--- src/rtl/io_pkg.sv ---
// Shared I/O map constants, register selects and helpers
// for the memory-mapped board I/O controller.
package io_pkg;

  localparam logic [11:0] OFF_LEDR = 12'h000;
  localparam logic [11:0] OFF_LEDG = 12'h010;
  localparam logic [11:0] OFF_HEX  = 12'h020;
  localparam logic [11:0] OFF_LCD  = 12'h030;
  localparam logic [11:0] OFF_MODE = 12'h040;
  localparam logic [11:0] OFF_SW   = 12'h800;

  typedef enum logic [2:0] {
    SEL_NONE,
    SEL_LEDR,
    SEL_LEDG,
    SEL_HEX,
    SEL_LCD,
    SEL_MODE,
    SEL_SW
  } reg_sel_e;

  // Active-low segments, bit order g..a
  function automatic logic [6:0] seg_decode(
    input logic [3:0] n
  );
    logic [6:0] s;
    case (n)
      4'h0: s = 7'h40;
      4'h1: s = 7'h79;
      4'h2: s = 7'h24;
      4'h3: s = 7'h30;
      4'h4: s = 7'h19;
      4'h5: s = 7'h12;
      4'h6: s = 7'h02;
      4'h7: s = 7'h78;
      4'h8: s = 7'h00;
      4'h9: s = 7'h10;
      4'hA: s = 7'h08;
      4'hB: s = 7'h03;
      4'hC: s = 7'h46;
      4'hD: s = 7'h21;
      4'hE: s = 7'h06;
      default: s = 7'h0E;
    endcase
    return s;
  endfunction

  function automatic logic [31:0] byte_merge(
    input logic [31:0] old,
    input logic [31:0] wd,
    input logic [3:0]  be
  );
    logic [31:0] r;
    r = old;
    for (int b = 0; b < 4; b++)
      if (be[b]) r[8*b +: 8] = wd[8*b +: 8];
    return r;
  endfunction

endpackage

--- src/rtl/io_sw_debounce.sv ---
// Two-flop synchroniser plus whole-vector debouncer
// for the board switch inputs.
module io_sw_debounce #(
  parameter int SW_W       = 32,
  parameter int DEB_CYCLES = 16
) (
  input  logic            i_clk,
  input  logic            i_rst_n,
  input  logic [SW_W-1:0] i_sw,
  output logic [SW_W-1:0] o_sw
);

  localparam int CW = $clog2(DEB_CYCLES);
  localparam logic [CW-1:0] CNT_MAX = CW'(DEB_CYCLES - 1);
  localparam logic [CW-1:0] CNT_LD  = CW'(DEB_CYCLES - 2);

  logic [SW_W-1:0] sync1, sync2, prev;
  logic [CW-1:0]   cnt;

  // Load on the edge the counter reaches its terminal value
  always_ff @(posedge i_clk or negedge i_rst_n) begin
    if (!i_rst_n) begin
      sync1 <= '0;
      sync2 <= '0;
      prev  <= '0;
      cnt   <= '0;
      o_sw  <= '0;
    end else begin
      sync1 <= i_sw;
      sync2 <= sync1;
      prev  <= sync2;
      if (sync2 != prev) begin
        cnt <= '0;
      end else begin
        if (cnt != CNT_MAX) cnt <= cnt + 1'b1;
        if (cnt >= CNT_LD)  o_sw <= sync2;
      end
    end
  end

endmodule

--- src/rtl/io_mmio_ctrl.sv ---
// Memory-mapped board I/O: LEDs, LCD, seven-segment
// digits and debounced switches on a single bus port.
module io_mmio_ctrl
  import io_pkg::*;
#(
  parameter int NUM_HEX    = 8,
  parameter int SW_W       = 32,
  parameter int LED_W      = 32,
  parameter int DEB_CYCLES = 16,
  parameter int ADDR_W     = 12
) (
  input  logic                 i_clk,
  input  logic                 i_rst_n,
  input  logic [ADDR_W-1:0]    i_addr,
  input  logic [31:0]          i_wdata,
  input  logic [3:0]           i_bmask,
  input  logic                 i_wren,
  input  logic                 i_rden,
  output logic [31:0]          o_rdata,
  output logic                 o_rvalid,
  input  logic [SW_W-1:0]      i_io_sw,
  output logic [LED_W-1:0]     o_io_ledr,
  output logic [LED_W-1:0]     o_io_ledg,
  output logic [31:0]          o_io_lcd,
  output logic [7*NUM_HEX-1:0] o_io_hex
);

  localparam int HEX_WORDS = (NUM_HEX + 3) / 4;
  localparam logic [ADDR_W-1:0] A_LEDR = ADDR_W'(OFF_LEDR);
  localparam logic [ADDR_W-1:0] A_LEDG = ADDR_W'(OFF_LEDG);
  localparam logic [ADDR_W-1:0] A_HEX  = ADDR_W'(OFF_HEX);
  localparam logic [ADDR_W-1:0] A_LCD  = ADDR_W'(OFF_LCD);
  localparam logic [ADDR_W-1:0] A_MODE = ADDR_W'(OFF_MODE);
  localparam logic [ADDR_W-1:0] A_SW   = ADDR_W'(OFF_SW);

  logic [ADDR_W-1:0] wa;
  logic [1:0]        hex_idx;
  logic              unused_addr;
  reg_sel_e          sel;
  logic [31:0]       rd_mux;

  logic [LED_W-1:0]   ledr_q, ledg_q;
  logic [31:0]        lcd_q;
  logic [NUM_HEX-1:0] mode_q;
  logic [6:0]         hex_q [NUM_HEX];
  logic [SW_W-1:0]    sw_stable;

  assign wa          = {i_addr[ADDR_W-1:2], 2'b00};
  assign hex_idx     = wa[3:2];
  assign unused_addr = ^i_addr[1:0];

  always_comb begin
    sel = SEL_NONE;
    unique case (1'b1)
      (wa == A_LEDR): sel = SEL_LEDR;
      (wa == A_LEDG): sel = SEL_LEDG;
      (wa[ADDR_W-1:4] == A_HEX[ADDR_W-1:4]
        && int'(hex_idx) < HEX_WORDS):
        sel = SEL_HEX;
      (wa == A_LCD):  sel = SEL_LCD;
      (wa == A_MODE): sel = SEL_MODE;
      (wa == A_SW):   sel = SEL_SW;
      default:        sel = SEL_NONE;
    endcase
  end

  always_ff @(posedge i_clk or negedge i_rst_n) begin
    if (!i_rst_n) begin
      ledr_q <= '0;
      ledg_q <= '0;
      lcd_q  <= '0;
      mode_q <= '0;
      for (int k = 0; k < NUM_HEX; k++)
        hex_q[k] <= 7'h7F;
    end else if (i_wren) begin
      unique case (sel)
        SEL_LEDR: ledr_q <= LED_W'(byte_merge(
          32'(ledr_q), i_wdata, i_bmask));
        SEL_LEDG: ledg_q <= LED_W'(byte_merge(
          32'(ledg_q), i_wdata, i_bmask));
        SEL_LCD:  lcd_q <= byte_merge(
          lcd_q, i_wdata, i_bmask);
        SEL_MODE: mode_q <= NUM_HEX'(byte_merge(
          32'(mode_q), i_wdata, i_bmask));
        SEL_HEX:
          for (int k = 0; k < NUM_HEX; k++)
            if (int'(hex_idx) == k / 4
                && i_bmask[k % 4])
              hex_q[k] <= i_wdata[8*(k%4) +: 7];
        default: ;
      endcase
    end
  end

  always_comb begin
    rd_mux = '0;
    unique case (sel)
      SEL_LEDR: rd_mux = 32'(ledr_q);
      SEL_LEDG: rd_mux = 32'(ledg_q);
      SEL_LCD:  rd_mux = lcd_q;
      SEL_MODE: rd_mux = 32'(mode_q);
      SEL_SW:   rd_mux = 32'(sw_stable);
      SEL_HEX:
        for (int k = 0; k < NUM_HEX; k++)
          if (int'(hex_idx) == k / 4)
            rd_mux[8*(k%4) +: 8] = {1'b0, hex_q[k]};
      default: ;
    endcase
  end

  // Read data samples the pre-write register value
  always_ff @(posedge i_clk or negedge i_rst_n) begin
    if (!i_rst_n) begin
      o_rdata  <= '0;
      o_rvalid <= 1'b0;
    end else begin
      o_rvalid <= i_rden;
      if (i_rden) o_rdata <= rd_mux;
    end
  end

  always_comb begin
    o_io_hex = '1;
    for (int k = 0; k < NUM_HEX; k++)
      o_io_hex[7*k +: 7] = mode_q[k]
        ? seg_decode(hex_q[k][3:0]) : hex_q[k];
  end

  assign o_io_ledr = ledr_q;
  assign o_io_ledg = ledg_q;
  assign o_io_lcd  = lcd_q;

  io_sw_debounce #(
    .SW_W       (SW_W),
    .DEB_CYCLES (DEB_CYCLES)
  ) u_deb (
    .i_clk   (i_clk),
    .i_rst_n (i_rst_n),
    .i_sw    (i_io_sw),
    .o_sw    (sw_stable)
  );

endmodule

--- config.mk ---
export PLATFORM = sky130hd
export DESIGN_NAME = io_mmio_ctrl
export DESIGN_NICKNAME = d
export VERILOG_FILES = /design/src/rtl/io_pkg.sv /design/src/rtl/io_sw_debounce.sv /design/src/rtl/io_mmio_ctrl.sv
export SDC_FILE = /design/constraint.sdc
export NUM_CORES = 1
export LEC_CHECK = 0
export BUFFER_PORTS_ARGS = -buffer_cell sky130_fd_sc_hd__buf_2
export CAP_MARGIN = 10
export CORE_MARGIN = 4
export CORE_UTILIZATION = 51
export CTS_CLUSTER_DIAMETER = 150
export DETAILED_ROUTE_END_ITERATION = 8
export MAX_ROUTING_LAYER = met4
export PLACE_DENSITY = 0.77
export SYNTH_ARGS = -nofsm -noshare
export SYNTH_HDL_FRONTEND = slang
export SYNTH_SLANG_ARGS = --single-unit
--- constraint.sdc ---
create_clock -name i_clk -period 2 [get_ports i_clk]
set_input_delay 0.4 -clock i_clk [delete_from_list [all_inputs] [get_ports i_clk]]
set_output_delay 0.4 -clock i_clk [all_outputs]
set_load 0.02 [all_outputs]
==> results of run 1 <==
-- registers in the layout, indices dropped and copies added, names as in the netlist --
signal       flops
o_rdata         32
o_rvalid         1
o_io_ledr       32
hex_q           56
mode_q           8
u_deb.sync1     32
u_deb.cnt        4
u_deb.o_sw      32
o_io_ledg       32
o_io_lcd        32
u_deb.sync2     32
u_deb.prev      32
-- power groups by stage --
stage	registers (mW)	clock network (mW)	logic [mW]
after floorplan	6.94	0	0.306
after global placement	6.93	0	0.891
after detailed placement	6.94	0	0.911
after CTS	6.82	6.31	1.03
after global routing	6.84	6.61	1.16
final	6.83	6.25	1.09
-- stage by stage --
step | util | std cells | setup TNS (ns)
floorplan | - | 1303 | -17.18
global placement | 0.621 | 2048 | -65.17
detailed placement | 0.621 | 2048 | -75.51
CTS | 0.718 | 2196 | -25.68
global route | 0.743 | 2228 | -33.05
finish | 0.743 | 2228 | -25.88
-- final cells by class --
| type | instances | share of cell area |
|---|---|---|
| clock buffers | 48 | 0.0445 |
| inverters | 61 | 0.0123 |
| repair buffers | 541 | 0.182 |
| multi-input cells | 847 | 0.363 |
| flip-flops and latches | 325 | 0.371 |
| diodes | 5 | 0.000565 |
| clock inverters | 11 | 0.00509 |
| well taps | 390 | 0.0220 |
-- routing by layer --
| metal | part of all wire | up-vias |
|---|---|---|
| li1 | - | 5691 |
| met1 | 0.38 | 6661 |
| met2 | 0.49 | 696 |
| met3 | 0.081 | 189 |
| met4 | 0.053 | 0 |
| met5 | 0 | - |
-- critical path: cells and delay by family (launching register included) --
| kind | cells | cell delay [ns] |
|---|---|---|
| flops | 1 | 0.61 |
| compound gates | 2 | 0.34 |
| simple gates | 3 | 0.31 |
| buf+inv | 1 | 0.17 |
| fa+ha+maj | 1 | 0.16 |
-- cell usage after synthesis (4+ instances only) --
master,n
mux2_2,188
nor2b_1,7
buf_1,6
nand3_1,5
ha_1,50
nand2_1,92
a22oi_1,5
xor2_1,32
mux2_4,16
a21oi_1,68
nor2_1,63
a211oi_1,10
nor3_1,14
o211ai_1,7
o221ai_1,8
clkbuf_1,46
a222oi_1,9
a221oi_1,8
a31oi_1,15
dfstp_2,56
nor4_1,10
or3b_2,7
o21ai_0,68
o22ai_1,32
o2bb2ai_1,6
dfrtp_1,269
nand2b_1,6
mux2i_1,56
buf_2,14
o31ai_1,4
nand3_2,5
nand4_1,4
inv_1,61
-- cells in the final DEF (no fill, tap or decap), drive strengths merged, types with 13 or more instances in the layout --
master and instances:
buf 508, dfrtp 269, mux2 207, nand2 92
nor2 70, a21oi 68, o21ai 68, inv 59
dfstp 56, mux2i 56, ha 50, clkbuf 49
o22ai 32, xor2 32, dlygate4sd3 32, a31oi 15
nor3 15, nor4 13
-- cells by family (layout without fill, tap and decap cells) --
group                      after synthesis  count (layout)
DFF                                    325             325
other                                    0               5
muxes                                  263             263
and+or+nand+nor                        246             246
adders and majority gates               50              50
xor gates and xnor gates                33              33
AOI/OAI and AO/OA                      255             255
buffers and inverters                  131             661
-- repair_timing --
action | CTS | global route
endpoints found under the setup margin | 91 | 98
cloned | 2 | 1
pin swaps | 90 | 58
setup buffers | 56 | 31
resized for setup | 287 | 125
hold buffers | 31 | 1
endpoints found under the hold margin | 76 | 1
-- worst max path at each step --
stage                                from                        to  slack (ns)  cells past startpoint
global placement               i_addr[10]  o_io_lcd[10]$_DFFE_PN0P_       -0.41                      5
finish               hex_q[7]$_DFFE_PN1P_              o_io_hex[42]       -0.49                      7
CTS                 hex_q[50]$_DFFE_PN1P_               o_io_hex[3]       -0.43                      7
global route         hex_q[7]$_DFFE_PN1P_              o_io_hex[42]       -0.56                      7
detailed placement             i_addr[10]   o_rdata[14]$_DFFE_PN0P_       -0.44                      8
floorplan                      i_addr[10]  o_io_lcd[16]$_DFFE_PN0P_       -0.33                      6
==> results.py, run 1 <==
metrics = {
    "setup_path": {
        "critical_path_arrival_ns": 2.09,
        "worstPathCellList": "ha_4 > nor2b_4 > nor3b_2 > a31oi_1 > nand2_1 > o21ai_1 > buf_4",
        "critical_path.reg2reg.endpoint": "u_deb.o_sw[25]$_DFFE_PN0P_",
        "critical_path.max_stage_delay_ns": 0.61,
        "end_kind": "output pin",
        "worstSetupStartpointType": "flip-flop",
        "worst_r2r_path_depth": 8,
        "crit_slowest_cell": "dfstp_2",
        "crit_fanout": 4,
        "critPathKind": "flip-flop to output pin",
        "setup.reg_to_reg.worst_slack_ns": -0.20,
        "rr_startpoint": "u_deb.sync2[20]$_DFF_PN0_",
        "cp_data_required_time_ns": 1.60,
    },
    "cells_and_area": {
        "multi_input_area_mm2": 0.00803,
        "regArea_mm2": 0.00821,
        "drive_above_1_share": 0.558,
        "filler_cells": 1824,
        "final_nets": 1944,
        "area_growth_pct": 43.0,
        "final_cell_area_mm2": 0.0221,
    },
    "drt": {
        "post_drt_wl_per_cell_um": 23.7,
        "first_pass_iters": 5,
        "route.antenna.remaining_nets": 0,
        "wirelength_mm": 52.8,
        "detail_route.drc_violations": 0,
        "routed-via-count": 13237,
        "drt-vias-per-instance": 5.94,
        "drt_first_iter_violations": 1007,
    },
    "sta": {
        "timing.fmax_ghz": 0.401,
        "finalWorstSetupSlack_ns": -0.494,
        "timing.max_slew.rel_slack": 0.556,
        "unrepaired_setup_endpoints_after_global_routing": "true",
        "slew_viol_final": 0,
        "finalCriticalPeriod_ns": 2.49,
        "clock_skew_ns": 0.0241,
        "tightestPinTransition_ns": 0.667,
        "hold-worst-slack_ns": 0.0203,
        "period_share": 1.25,
        "hold_violations": 0,
        "setup_viol_count_final": 88,
    },
    "pwr": {
        "share_clk_of_total_power": 0.441,
        "peakVddDrop_v": 0.000747,
        "net-switching-power_mw": 3.28,
        "seq_power_share": 0.482,
        "pwr-share-comb": 0.077,
        "power_mw": 14.2,
        "p_leak_nw": 10.6,
        "int_pwr_mw": 10.9,
        "p_sw_frac": 0.232,
        "power_density_mw_per_mm2": 640,
    },
    "logic_synthesis": {
        "netlist_area_mm2": 0.0155,
        "synthArstFlopShare": 1.00,
        "synth_compound_area_frac": 0.103,
        "seq_area_frac_synth": 0.530,
        "synth-seq-cells": 325,
        "synth.top_cell.area_share": 0.435,
        "synth_xor_xnor_area_share": 0.0187,
        "synthesis.yosys.warnings": 0,
        "synth-edff-count": 0,
        "avgSynthCellArea_um2": 11.9,
        "synth.area.mux_share": 0.191,
        "syn-num-nets": 1437,
        "synthAdderAreaFrac": 0.0404,
        "ys_top_cells_by_area": "dfrtp_1 43%, mux2_2 14%, dfstp_2 9.5%",
        "postSynth.topFlopCell": "dfrtp_1",
        "synthDistinctLibCells": 61,
        "post-synth-top-area-cell": "dfrtp_1",
        "synth_cells": 1303,
        "dominant_combinational_cell_family_by_area_after_synthesis": "multiplexers",
        "synth_simple_gate_area_frac": 0.0834,
    },
    "placement": {
        "gp_routability_congestion": 0.947,
        "dpl_cell_area_mm2": 0.0185,
        "quantity_of_i_o_buffers_inserted_on_ports": 266,
        "placement.setup.worst_slack_ns": -0.438,
        "dp_hpwl_mm": 35.0,
    },
    "flow_run": {
        "timing.max_cap.violations": 0,
    },
    "global_routing": {
        "grt_overall_usage": 0.307,
        "number_of_antenna_violations_at_the_first_check_in_global_routing": 5,
        "maximum_number_of_pins_on_one_net_before_global_route_repair": 68,
        "wire_length_of_the_first_global_routing_pass_mm": 77.4,
        "global_route.overflow_total": 0,
        "grtUsageMet1": 0.377,
        "gr-usage-met2": 0.497,
        "grt_pass1_vias": 13358,
        "met3_usage_grt": 0.0702,
        "grt.busiest_layer": "met2",
    },
    "floorplanning": {
        "die_w_um": 182,
        "die_area_mm2": 0.0332,
        "rows": 63,
        "die-height_um": 182,
        "design.portCount": 269,
        "core_area_mm2": 0.0298,
        "floorplan.initialDensity": 0.520,
    },
    "min_path": {
        "worstHoldEndpoint": "u_deb.sync1[0]$_DFF_PN0_",
        "min-delay-path-class": "input port to flip-flop",
        "hold_depth": 1,
        "worst_hold_startpoint": "i_io_sw[0]",
    },
    "clock_tree": {
        "cts_inserted_buffers": 34,
        "clk-insertion-delay-late_ns": 0.52,
        "clock_tree.buffer_depth": 3,
        "cts_clk_pin_slew_worst_paths_ns": 0.06,
        "tritoncts": "done",
        "cts-htree-levels": 2,
        "cts.root.buffer_cell": "clkbuf_16",
        "clock-sinks": 325,
    },
    "status": {
        "status": "finished with violations",
        "violations": "setup timing",
    },
}
Note: power is estimated with default switching activity, not from simulation.
==> inputs of run 2 (changes only) <==
--- a/config.mk
+++ b/config.mk
@@ -8,11 +8,11 @@
 export BUFFER_PORTS_ARGS = -buffer_cell sky130_fd_sc_hd__buf_2
 export CAP_MARGIN = 10
 export CORE_MARGIN = 4
-export CORE_UTILIZATION = 51
+export CORE_UTILIZATION = 57
 export CTS_CLUSTER_DIAMETER = 150
 export DETAILED_ROUTE_END_ITERATION = 8
 export MAX_ROUTING_LAYER = met4
-export PLACE_DENSITY = 0.77
+export PLACE_DENSITY = 0.81
 export SYNTH_ARGS = -nofsm -noshare
 export SYNTH_HDL_FRONTEND = slang
 export SYNTH_SLANG_ARGS = --single-unit
==> constraint.sdc (replaced) <==
create_clock -name i_clk -period 2.7 [get_ports i_clk]
set_input_delay 0.54 -clock i_clk [delete_from_list [all_inputs] [get_ports i_clk]]
set_output_delay 0.54 -clock i_clk [all_outputs]
set_load 0.02 [all_outputs]
==> run 2 against run 1 <==
Compared with the run above:
- the run now ends clean
- critical path depth is 1 lower
- total power down 23%
- first-iteration DRC count up 16%
- largest cell class unchanged
- utilization fell by 2.9 points
- clock power is 16% lower
- largest power group is now clock
- cell count decreased by 11%
- hold slack improved by 0.10 ns
- setup slack gained 0.52 ns
- routed wire length is 15% lower
- non-clock buffer count shrank 197
- highest routed layer unchanged
- count of clock-buffer cells in the layout decreased by 5
==> results.py, run 2 (synthesis results as in run 1) <==
metrics = {
    "floorplanning": {
        "die-height_um": 173,
        "design.portCount": 269,
        "core_area_mm2": 0.0268,
        "floorplan.initialDensity": 0.578,
        "die_area_mm2": 0.0299,
        "rows": 60,
        "die_w_um": 173,
    },
    "clock_tree": {
        "cts_inserted_buffers": 34,
        "clock_tree.buffer_depth": 3,
        "cts.root.buffer_cell": "clkbuf_16",
        "tritoncts": "done",
        "clk-insertion-delay-late_ns": 0.52,
        "clock-sinks": 325,
        "cts-htree-levels": 2,
        "cts_clk_pin_slew_worst_paths_ns": 0.06,
    },
    "drt": {
        "first_pass_iters": 7,
        "routed-via-count": 12032,
        "drt_first_iter_violations": 1173,
        "post_drt_wl_per_cell_um": 22.6,
        "route.antenna.remaining_nets": 0,
        "wirelength_mm": 44.9,
        "drt-vias-per-instance": 6.07,
        "detail_route.drc_violations": 0,
    },
    "setup_path": {
        "crit_fanout": 7,
        "worstPathCellList": "inv_4 > ha_1 > mux2_2 > a21oi_2 > a21oi_1 > buf_4",
        "rr_startpoint": "u_deb.sync2[6]$_DFF_PN0_",
        "worstSetupStartpointType": "flip-flop",
        "critPathKind": "flip-flop to output pin",
        "setup.reg_to_reg.worst_slack_ns": 0.34,
        "critical_path.reg2reg.endpoint": "u_deb.o_sw[6]$_DFFE_PN0P_",
        "end_kind": "output pin",
        "critical_path.max_stage_delay_ns": 0.64,
        "critical_path_arrival_ns": 2.14,
        "worst_r2r_path_depth": 7,
        "crit_slowest_cell": "dfstp_2",
        "cp_data_required_time_ns": 2.16,
    },
    "min_path": {
        "min-delay-path-class": "input port to flip-flop",
        "worst_hold_startpoint": "i_io_sw[17]",
        "worstHoldEndpoint": "u_deb.sync1[17]$_DFF_PN0_",
        "hold_depth": 1,
    },
    "sta": {
        "clock_skew_ns": 0.0216,
        "setup_viol_count_final": 0,
        "unrepaired_setup_endpoints_after_global_routing": "true",
        "timing.fmax_ghz": 0.373,
        "slew_viol_final": 0,
        "finalCriticalPeriod_ns": 2.68,
        "tightestPinTransition_ns": 0.822,
        "timing.max_slew.rel_slack": 0.452,
        "hold_violations": 0,
        "period_share": 0.992,
        "totalNegativeSetupSlack_ns": 0,
    },
    "global_routing": {
        "wire_length_of_the_first_global_routing_pass_mm": 69.5,
        "grt_overall_usage": 0.300,
        "grt_pass1_vias": 12074,
        "number_of_antenna_violations_at_the_first_check_in_global_routing": 3,
        "global_route.overflow_total": 0,
        "maximum_number_of_pins_on_one_net_before_global_route_repair": 72,
    },
    "cells_and_area": {
        "final_nets": 1747,
        "drive_above_1_share": 0.447,
        "layout_commonest_cell": "dfrtp_1",
        "final_cell_mix": "269 x dfrtp_1, 249 x buf_2, 188 x mux2_2, 91 x nand2_1, 86 x buf_4",
        "final_cell_area_mm2": 0.0191,
        "area_growth_pct": 23.6,
        "top_register": "hex_q",
        "max_reg_flops": 56,
        "post-route-util": 0.714,
    },
    "pwr": {
        "power_mw": 10.9,
        "power_density_mw_per_mm2": 571,
        "peakVddDrop_v": 0.000602,
        "p_leak_nw": 9.33,
    },
    "placement": {
        "dpl_cell_area_mm2": 0.0174,
        "quantity_of_i_o_buffers_inserted_on_ports": 266,
        "gp_routability_congestion": 0.932,
        "dp_hpwl_mm": 31.8,
    },
    "flow_run": {
        "timing.max_cap.violations": 0,
    },
    "status": {
        "status": "complete, no violations",
    },
}
[run 2: cell types whose count changed in the layout (fill, tap and decap cells not counted), sizes merged]
cell	before	now
buf	508	343
bufinv	2	8
clkbuf	49	43
clkinv	10	6
clkinvlp	1	5
diode	5	3
dlygate4sd3	32	1
inv	59	60
[run 2: repair_timing]
| item | in CTS | in global routing |
|---|---|---|
| hold endpoints to repair | 11 | 0 |
| setup endpoints to repair | 12 | 21 |
| gates resized for setup | 10 | 62 |
| pin swaps | 1 | 6 |
| hold buffers | 1 | 0 |
| setup buffers | 10 | 12 |
[run 2: through the flow]
step | std cells | worst slack [ns] | hold slack [ns]
global route | 1982 | -0.0647 | 0.113
detailed placement | 1895 | 0.0148 | 0.335
global placement | 1895 | 0.0892 | 0.332
finish | 1982 | 0.0219 | 0.124
floorplan | 1303 | 0.227 | 0.244
CTS | 1967 | -0.0141 | 0.111
[run 2: worst max-delay path: cells and delay by family (launching register included)]
family | cells | cell delay, ns
compound gates | 2 | 0.23
mux | 1 | 0.27
flops | 1 | 0.64
fa+ha+maj | 1 | 0.21
buf+inv | 2 | 0.28
[run 2: per-layer routing]
metal,vias up,global-route usage,share of wire
li1,5281,-,-
met1,6051,0.392,0.41
met2,577,0.474,0.48
met3,123,0.0533,0.072
met4,0,0.112,0.040
met5,-,-,0
[run 2: area by class of cell]
type,count,area [um2]
Clock inverter,18,327
Multi-Input combinational cell,847,6930
Inverter,61,238
Sequential cell,325,8200
Fill cell,1823,7670
Timing Repair Buffer,344,2050
Tap cell,341,427
Antenna cell,3,7.51
Clock buffer,43,956
[run 2: worst max path at each step]
stage          cells past startpoint                        to  slack [ns]                  start
6_report                           6              o_io_hex[34]        0.02  hex_q[21]$_DFFE_PN1P_
5_1_grt                            6              o_io_hex[18]       -0.06  hex_q[35]$_DFFE_PN1P_
4_1_cts                            8               o_io_hex[7]       -0.01  hex_q[43]$_DFFE_PN1P_
3_5_place_dp                       7   o_rdata[18]$_DFFE_PN0P_        0.01             i_addr[10]
3_3_place_gp                       5  o_io_lcd[25]$_DFFE_PN0P_        0.09             i_addr[10]
2_1_floorplan                      6  o_io_lcd[16]$_DFFE_PN0P_        0.23             i_addr[10]
[run 2: report_power, final]
group / switching [mW] / leakage (nW) / internal [mW] / total, mW
clock: 1.97 / 0.614 / 3.30 / 5.27
sequential: 0.0926 / 4.10 / 4.98 / 5.07
combinational: 0.369 / 4.61 / 0.203 / 0.572
==> inputs of run 3 (changes only) <==
--- a/config.mk
+++ b/config.mk
@@ -13,6 +13,7 @@
 export DETAILED_ROUTE_END_ITERATION = 8
 export MAX_ROUTING_LAYER = met4
 export PLACE_DENSITY = 0.81
+export SETUP_SLACK_MARGIN = 0.2
 export SYNTH_ARGS = -nofsm -noshare
 export SYNTH_HDL_FRONTEND = slang
 export SYNTH_SLANG_ARGS = --single-unit
==> run 3 against run 2 <==
Compared with the run above:
- first-iteration DRC count up 18%
- register-to-register slack worse by 0.02 ns
- global-route usage increased by 1.2 points
- largest cell class unchanged
- largest power group unchanged
==> results.py, run 3 (synthesis results as in run 1) <==
metrics = {
    "status": {
        "status": "complete, no violations",
    },
    "drt": {
        "drt-vias-per-instance": 6.13,
        "routed-via-count": 12518,
        "route.antenna.remaining_nets": 0,
        "detail_route.drc_violations": 0,
        "first_pass_iters": 5,
        "post_drt_wl_per_cell_um": 23.7,
        "drt_first_iter_violations": 1381,
        "wirelength_mm": 48.5,
    },
    "floorplanning": {
        "core_area_mm2": 0.0268,
        "design.portCount": 269,
        "floorplan.initialDensity": 0.578,
        "die_area_mm2": 0.0299,
        "rows": 60,
        "die-height_um": 173,
        "die_w_um": 173,
    },
    "cells_and_area": {
        "max_reg_flops": 56,
        "final_cell_area_mm2": 0.0204,
        "drive_above_1_share": 0.516,
        "top_register": "hex_q",
        "final_cell_mix": "269 x dfrtp_1, 220 x buf_2, 180 x mux2_2, 142 x buf_4, 80 x nand2_1",
        "filler_cells": 1609,
        "area_growth_pct": 31.7,
        "final_nets": 1804,
        "layout_commonest_cell": "dfrtp_1",
    },
    "clock_tree": {
        "cts_inserted_buffers": 34,
        "cts-htree-levels": 2,
        "clk-insertion-delay-late_ns": 0.52,
        "cts.root.buffer_cell": "clkbuf_16",
        "clock_tree.buffer_depth": 3,
        "cts_clk_pin_slew_worst_paths_ns": 0.07,
        "tritoncts": "done",
        "clock-sinks": 325,
    },
    "sta": {
        "hold_violations": 0,
        "hold-worst-slack_ns": 0.123,
        "setup_viol_count_final": 0,
        "timing.max_slew.rel_slack": 0.475,
        "totalNegativeSetupSlack_ns": 0,
        "unrepaired_setup_endpoints_after_global_routing": "true",
        "tightestPinTransition_ns": 0.787,
        "clock_skew_ns": 0.0213,
        "finalCriticalPeriod_ns": 2.65,
        "period_share": 0.980,
        "slew_viol_final": 0,
        "timing.fmax_ghz": 0.378,
    },
    "global_routing": {
        "maximum_number_of_pins_on_one_net_before_global_route_repair": 72,
        "global_route.overflow_total": 0,
        "wire_length_of_the_first_global_routing_pass_mm": 72.2,
        "number_of_antenna_violations_at_the_first_check_in_global_routing": 6,
        "grt_pass1_vias": 12556,
        "grt_overall_usage": 0.311,
    },
    "setup_path": {
        "worstPathCellList": "inv_4 > ha_1 > o21ai_1 > o21ai_1 > buf_2",
        "rr_startpoint": "u_deb.sync2[6]$_DFF_PN0_",
        "worstSetupStartpointType": "flip-flop",
        "critical_path.max_stage_delay_ns": 0.65,
        "crit_top_cell": "o21ai_1",
        "critical_path_arrival_ns": 2.11,
        "timing.critical_path.max_delay_family": "flip-flops",
        "crit_slowest_cell": "dfstp_2",
        "crit_fanout": 5,
        "end_kind": "output pin",
        "critical_path.n_buffers_inverters": 2,
        "critPathKind": "flip-flop to output pin",
        "critical_path.reg2reg.endpoint": "u_deb.o_sw[7]$_DFFE_PN0P_",
        "worst_r2r_path_depth": 7,
        "setup.reg_to_reg.worst_slack_ns": 0.32,
        "cp_data_required_time_ns": 2.16,
    },
    "pwr": {
        "power_density_mw_per_mm2": 539,
        "p_leak_nw": 9.72,
        "power_mw": 11.0,
        "peakVddDrop_v": 0.000596,
    },
    "flow_run": {
        "timing.max_cap.violations": 0,
    },
    "placement": {
        "quantity_of_i_o_buffers_inserted_on_ports": 266,
        "gp_routability_congestion": 0.932,
        "dp_hpwl_mm": 31.8,
        "dpl_cell_area_mm2": 0.0174,
    },
    "min_path": {
        "hold_depth": 1,
        "worst_hold_startpoint": "i_io_sw[17]",
        "worstHoldEndpoint": "u_deb.sync1[17]$_DFF_PN0_",
        "min-delay-path-class": "input port to flip-flop",
    },
}
==> run 3: changes by cell type in the layout (fill, tap and decap cells not counted), moves of 13 or more <==
| cell | previous run | this run |
|---|---|---|
| buf_4 | 86 | 142 |
| buf_6 | 1 | 32 |
| buf_2 | 249 | 220 |
| ha_4 | 7 | 35 |
| ha_1 | 37 | 12 |
| o21ai_0 | 61 | 38 |
| a21oi_1 | 62 | 45 |
| a21oi_2 | 6 | 22 |
| o21ai_1 | 3 | 18 |
| inv_4 | 2 | 15 |
==> run 3: timing repair <==
item                                    CTS  global route
pin swaps                                46            64
buffers inserted                         52            27
endpoints found under the hold margin    11             0
endpoints found under the setup margin   55            48
resized for setup                       157           137
gates cloned                              0             0
hold buffers                              1             0
==> run 3: where the power goes <==
part	switching (mW)	internal (mW)	leakage, nW	total, mW
Clock	1.99	3.30	0.614	5.28
Combinational	0.394	0.233	5.00	0.627
Sequential	0.0940	4.98	4.10	5.08
==> run 3: area by class of cell <==
class / count / area [um2] / share of cell area
flip-flops and latches: 325 / 8210 / 0.402
diodes: 6 / 15.0 / 0.000736
inverters: 61 / 267 / 0.0131
repair buffers: 401 / 2650 / 0.130
well taps: 341 / 427 / 0.0209
multi-input cells: 847 / 7540 / 0.370
clock buffers: 43 / 956 / 0.0469
clock inverters: 18 / 327 / 0.0160
==> run 3: worst max path at each step <==
stage                                from                       end  slack (ns)  cells past startpoint
floorplan                      i_addr[10]  o_io_lcd[16]$_DFFE_PN0P_        0.23                      6
finish               hex_q[7]$_DFFE_PN1P_              o_io_hex[43]        0.05                      5
CTS                 hex_q[43]$_DFFE_PN1P_               o_io_hex[7]        0.13                      8
global route        hex_q[29]$_DFFE_PN1P_              o_io_hex[21]       -0.02                      7
detailed placement             i_addr[10]   o_rdata[18]$_DFFE_PN0P_        0.01                      7
global placement               i_addr[10]  o_io_lcd[25]$_DFFE_PN0P_        0.09                      5
==> run 3: per-stage QoR <==
step | std cells | utilization | setup WS (ns)
floorplan | 1303 | - | 0.227
global placement | 1895 | 0.650 | 0.0892
detailed placement | 1895 | 0.650 | 0.0148
CTS | 2009 | 0.734 | 0.127
global route | 2042 | 0.761 | -0.0209
finish | 2042 | 0.761 | 0.0547
==> run 3: worst register-to-register path, cell delays in order, from the launching register on <==
cell	delay [ns]
dfrtp_1	0.46
xor2_1	0.19
nor4_1	0.29
buf_4	0.18
nand4_1	0.16
nor3_2	0.28
buf_4	0.31
mux2_2	0.37
==> run 3: routing by layer <==
metal,vias up,share of wire,track usage
met2,618,0.48,0.500
li1,5410,-,-
met3,161,0.074,0.0547
met5,-,0,-
met1,6329,0.40,0.401
met4,0,0.047,0.117
